`src/rtl/adder_tree_pkg.sv`:
```
// adder_tree_pkg
//   Definitions shared by the adder tree blocks: default leaf operand width,
//   default lane count, the lane index width and the feeder state encoding.
package adder_tree_pkg;

  localparam int unsigned ADDER_WIDTH_DEFAULT = 13;
  localparam int unsigned LANES_DEFAULT       = 8;
  localparam int unsigned LANE_IDX_W          = $clog2(LANES_DEFAULT);

  typedef enum logic [0:0] {
    FILL = 1'b0,
    HOLD = 1'b1
  } feeder_state_t;

endpackage : adder_tree_pkg

```
`src/rtl/adder_tree_feeder.sv`:
```
// adder_tree_feeder
//   Serial-to-parallel operand loader for the adder tree leaves. Samples arrive
//   one per beat on a valid/ready stream and are packed into LANES lanes. Once
//   a group closes (lane LANES-1 written, or in_last), the whole lane vector is
//   presented with valid/ready. Unwritten lanes read zero.
//
// Ports
//   clk, rst_n   rising-edge clock, asynchronous active-low reset
//   in_valid     sample beat present
//   in_ready     loader accepts a beat (high for the whole FILL state)
//   in_data      unsigned sample, ADDER_WIDTH bits
//   in_last      final sample of a group (ignored without in_valid)
//   out_valid    lane vector valid (high for the whole HOLD state)
//   out_ready    consumer takes the vector
//   out_lanes    lane k at bits [k*ADDER_WIDTH +: ADDER_WIDTH]
//   out_count    number of real samples in the vector, 1..LANES
//   ref_sum      running sum of the group's samples; exists only when the
//                ADDER_TREE_FEEDER_REF_SUM_EN macro is defined
module adder_tree_feeder
  import adder_tree_pkg::*;
#(
  parameter int unsigned ADDER_WIDTH = ADDER_WIDTH_DEFAULT,
  parameter int unsigned LANES       = LANES_DEFAULT
) (
  input  logic                                   clk,
  input  logic                                   rst_n,
  input  logic                                   in_valid,
  output logic                                   in_ready,
  input  logic [ADDER_WIDTH-1:0]                 in_data,
  input  logic                                   in_last,
  output logic                                   out_valid,
  input  logic                                   out_ready,
  output logic [LANES*ADDER_WIDTH-1:0]           out_lanes,
`ifdef ADDER_TREE_FEEDER_REF_SUM_EN
  output logic [$clog2(LANES):0]                 out_count,
  output logic [ADDER_WIDTH+$clog2(LANES)-1:0]   ref_sum
`else
  output logic [$clog2(LANES):0]                 out_count
`endif
);

  localparam int unsigned IDX_W = $clog2(LANES);
  localparam int unsigned CNT_W = IDX_W + 1;

  feeder_state_t                  state_q, state_d;
  logic [IDX_W-1:0]               idx_q, idx_d;
  logic [LANES*ADDER_WIDTH-1:0]   lanes_q, lanes_d;
  logic [CNT_W-1:0]               count_q, count_d;
  logic                           accept;
  logic                           group_end;
  logic                           release_vec;

  // Handshake flags are pure decodes of the registered state.
  assign in_ready    = (state_q == FILL);
  assign out_valid   = (state_q == HOLD);
  assign accept      = in_ready & in_valid;
  assign group_end   = accept & ((idx_q == IDX_W'(LANES - 1)) | in_last);
  assign release_vec = out_valid & out_ready;

  always_comb begin
    state_d = state_q;
    idx_d   = idx_q;
    lanes_d = lanes_q;
    count_d = count_q;
    unique case (state_q)
      FILL: begin
        if (accept) begin
          for (int unsigned k = 0; k < LANES; k++) begin
            if (idx_q == IDX_W'(k)) begin
              lanes_d[k*ADDER_WIDTH +: ADDER_WIDTH] = in_data;
            end
          end
          idx_d = idx_q + IDX_W'(1);
          if (group_end) begin
            count_d = CNT_W'({1'b0, idx_q}) + CNT_W'(1);
            idx_d   = '0;
            state_d = HOLD;
          end
        end
      end
      HOLD: begin
        // Clearing on release is what zero-pads the next short group.
        if (out_ready) begin
          lanes_d = '0;
          state_d = FILL;
        end
      end
      default: state_d = FILL;
    endcase
  end

  always_ff @(posedge clk or negedge rst_n) begin
    if (!rst_n) begin
      state_q <= FILL;
      idx_q   <= '0;
      lanes_q <= '0;
      count_q <= '0;
    end else begin
      state_q <= state_d;
      idx_q   <= idx_d;
      lanes_q <= lanes_d;
      count_q <= count_d;
    end
  end

  assign out_lanes = lanes_q;
  assign out_count = count_q;

`ifdef ADDER_TREE_FEEDER_REF_SUM_EN
  localparam int unsigned SUM_W = ADDER_WIDTH + IDX_W;

  logic [SUM_W-1:0] ref_q, ref_d;

  always_comb begin
    ref_d = ref_q;
    if (release_vec) begin
      ref_d = '0;
    end else if (accept) begin
      ref_d = ref_q + SUM_W'(in_data);
    end
  end

  always_ff @(posedge clk or negedge rst_n) begin
    if (!rst_n) begin
      ref_q <= '0;
    end else begin
      ref_q <= ref_d;
    end
  end

  assign ref_sum = ref_q;
`else
  logic unused_release;
  assign unused_release = release_vec;
`endif

endmodule : adder_tree_feeder
```
`config.mk`:
```
export PLATFORM = sky130hd
export DESIGN_NAME = adder_tree_feeder
export DESIGN_NICKNAME = d
export VERILOG_FILES = /design/src/rtl/adder_tree_pkg.sv /design/src/rtl/adder_tree_feeder.sv
export SDC_FILE = /design/constraint.sdc
export NUM_CORES = 1
export LEC_CHECK = 0
export ABC_AREA = 1
export BUFFER_PORTS_ARGS = -buffer_cell sky130_fd_sc_hd__buf_2
export CORE_ASPECT_RATIO = 1.25
export CORE_UTILIZATION = 52
export DETAILED_ROUTE_END_ITERATION = 10
export GPL_TIMING_DRIVEN = 0
export PLACE_DENSITY = 0.88
export REMOVE_ABC_BUFFERS = 1
export SLEW_MARGIN = 20
export SYNTH_ARGS = -nofsm -noshare
export SYNTH_HDL_FRONTEND = slang
export SYNTH_SLANG_ARGS = --single-unit
```
`constraint.sdc`:
```
create_clock -name clk -period 1.85 [get_ports clk]
set_clock_uncertainty 0.15 [all_clocks]
set_input_delay 0.37 -clock clk [delete_from_list [all_inputs] [get_ports clk]]
set_output_delay 0.37 -clock clk [all_outputs]
set_load 0.02 [all_outputs]
```
==> out/qor.txt <==
Post-Syn Area - 4710 um2
Crit. End Element - register
top cell type's share of synthesized area - 59.5%
CTS tree - done
first-pass iteration count of the detailed router - 5
Worst Hold End - out_lanes[44]
Detail Placement HPWL - 8120 um
Synth Instances - 542
Setup CP Type - register to register
grt met2 use - 43.7%
vias post-DR - 4176
pin count of the biggest net entering global routing - 69
Crit Reg-Reg Startpoint - out_valid
clock slew at reported path FFs - 0.10 ns
Final min period - 1.80 ns
Final Hold Fails - 0
maximum VDD drop - 0.738 mV
worst hold slack - 0.0741 ns
layout cells sized above 1 - 25.7%
status - completed
clock latency on the worst-skew pair - 0.37 ns
H-tree Lvls - 3
clk buf depth - 2
critical-path maximum fanout - 8
critical path, cell by cell - buf_4, nor2_1, nand3_1, nand2_1
synth top area cells - dfrtp_1 59%, nand2_1 19%, nand3_1 12%
full die area - 9450 um2
Buf+Inv Stages, Crit Path - 1
FF-to-FF End - out_lanes[74]
GR Overflow Total - 0
vias in the first global route - 3710
root buffer cell - clkbuf_8
via/cell ratio - 5.35
worst min-delay path class - primary input to register
CTS Sinks - 112
grt peak-use layer - met2
Synth-to-Final Area Change - 20.7%
GP Congestion - 0.771
Max-slew headroom - 47.7%
register bit count reported by yosys - 112
Initial Utilization - 53.9%
ratio of final minimum period to clock period - 97.1%
ant diodes - 0
Area after DPL - 5360 um2
Crit path max-delay family - simple AND/OR/NAND/NOR gates
M3 GR Usage - 3.59%
worst hold path depth - 3
Crit-path slowest cell - nor2_1
max cap viols - 0
Worst path max stage delay - 0.60 ns
CTS buffer count - 9
Port-buffer cells - 127
drt wl/cell - 16.2 um
Fmax - 556 MHz
Cell Rows - 38
met1 usage - 37.4%
placed cells - 760
Worst-Margin Slew - 0.781 ns
Crit path arrival time - 1.97 ns
global-route wire length before repair - 19400 um
Final Cell Area - 5690 um2
Syn. warnings - 0
sequential share of the synthesized area - 59.5%
final worst slack - 0.0529 ns
initial DRC count - 367
final core utilization - 65.0%
die width - 87.2 um
Core Region - 8750 um2
Final Max Slew Viols - 0
reg2reg setup slack - 0.05 ns
Boundary Pins - 128
DRC viols - 0
Final nets - 682
antenna violations before repair - 0
P_leak - 3.41 nW
Die Y - 108 um
Global Route Usage Sum - 27.5%
Post-DRT Antenna Nets - 0
pre-CTS setup slack - -1.16 ns
Post-Layout Cell Count - 781
worst reg2reg path depth - 4
WP data required - 2.02 ns
startpoint types - register
Final setup viols - 0
pwr dens - 1680 nW/um2
post-synth cell types - 17
Yosys top cell by area - dfrtp_1
Total Wirelength - 12600 um
Hold Crit Start - in_data[5]
syn_area_per_cell - 8.70 um2
==> how the worst max path moves through the flow <==
stage / slack (ns) / depth (start not counted) / to / from
6_report: 0.05 / 4 / out_lanes[74] / out_valid
5_1_grt: -0.002 / 6 / out_lanes[42] / idx_q[0]
4_1_cts: 0.001 / 5 / out_lanes[69] / out_valid
3_5_place_dp: -1.16 / 5 / out_lanes[56] / out_valid
3_3_place_gp: -1.64 / 5 / out_lanes[56] / out_valid
2_1_floorplan: -1.05 / 5 / out_lanes[52] / out_valid
==> worst register-to-register path, stage by stage (launching register included) <==
cell     delay [ns]
dfrtp_4        0.56
buf_4          0.17
nor2_1         0.60
nand3_1        0.15
nand2_1        0.11
==> layout by cell type (no fill, tap or decap), types with 2 or more instances in the layout <==
cell type | synthesis | layout
nand2_4 | 1 | 9
nand2_1 | 236 | 226
nor2_2 | 0 | 2
clkbuf_1 | 9 | 3
ha_1 | 6 | 6
nand3_1 | 109 | 109
clkbuf_8 | 0 | 10
o21ai_0 | 4 | 4
inv_1 | 20 | 20
buf_4 | 10 | 2
inv_2 | 2 | 2
buf_2 | 6 | 126
nor2_1 | 13 | 11
dfrtp_1 | 112 | 111
nand2_2 | 7 | 9
nand2_8 | 0 | 3
==> report_power, final <==
part | total [mW] | internal [mW] | switching (mW)
clock | 1.27 | 0.513 | 0.756
sequential | 4.04 | 3.43 | 0.608
combinational | 4.25 | 1.27 | 2.98
==> state kept, by name, indices dropped and copies added, names as in the netlist <==
register / cells
out_lanes: 104
out_count: 4
idx_q: 3
out_valid: 1
==> Yosys cell counts <==
| master | count |
|---|---|
| o21ai_0 | 4 |
| clkbuf_1 | 9 |
| nor2_4 | 1 |
| nand3_1 | 109 |
| nor2_1 | 13 |
| buf_4 | 10 |
| buf_2 | 6 |
| inv_1 | 20 |
| nand2_4 | 1 |
| inv_2 | 2 |
| dfrtp_1 | 112 |
| nand2_2 | 7 |
| buf_6 | 3 |
| buf_1 | 2 |
| nand2_1 | 236 |
| ha_1 | 6 |
| inv_4 | 1 |
==> layer usage <==
| layer | up-vias | wire length [um] |
|---|---|---|
| li1 | 1949 | - |
| met1 | 2012 | 5230 |
| met2 | 184 | 6290 |
| met3 | 31 | 697 |
| met4 | 0 | 410 |
| met5 | - | 0 |
==> per-stage QoR <==
| step | total power, mW | TNS (ns) |
|---|---|---|
| 2_1_floorplan | 6.54 | -71.54 |
| 3_3_place_gp | 7.98 | -214.42 |
| 3_5_place_dp | 8.15 | -78.74 |
| 4_1_cts | 9.47 | 0 |
| 5_1_grt | 10.1 | -0.00245 |
| 6_report | 9.56 | 0 |
==> logic make-up after synthesis <==
family | count (synthesis) | synth area share, %
simple gates | 367 | 32.8
flops | 112 | 59.5
buf+inv | 53 | 5.71
fa+ha+maj | 6 | 1.59
compound gates | 4 | 0.425
==> timing repair <==
item                                   4_1_cts  5_1_grt
hold buffers                                 1        0
setup endpoints to repair                  106       99
setup buffers                                0        3
gates cloned                                 2        1
resized for setup                           11       14
endpoints found under the hold margin       44        0
pin swaps                                    1        1
==> layout make-up <==
class                           count  area [um2]
Tap cell                          120         150
Clock buffer                       13         149
Inverter                           23        91.3
Clock inverter                      1        5.00
Timing Repair Buffer              132         714
Multi-Input combinational cell    380        1770
Fill cell                         780        3060
Sequential cell                   112        2810
Note: power is estimated with default switching activity, not from simulation.
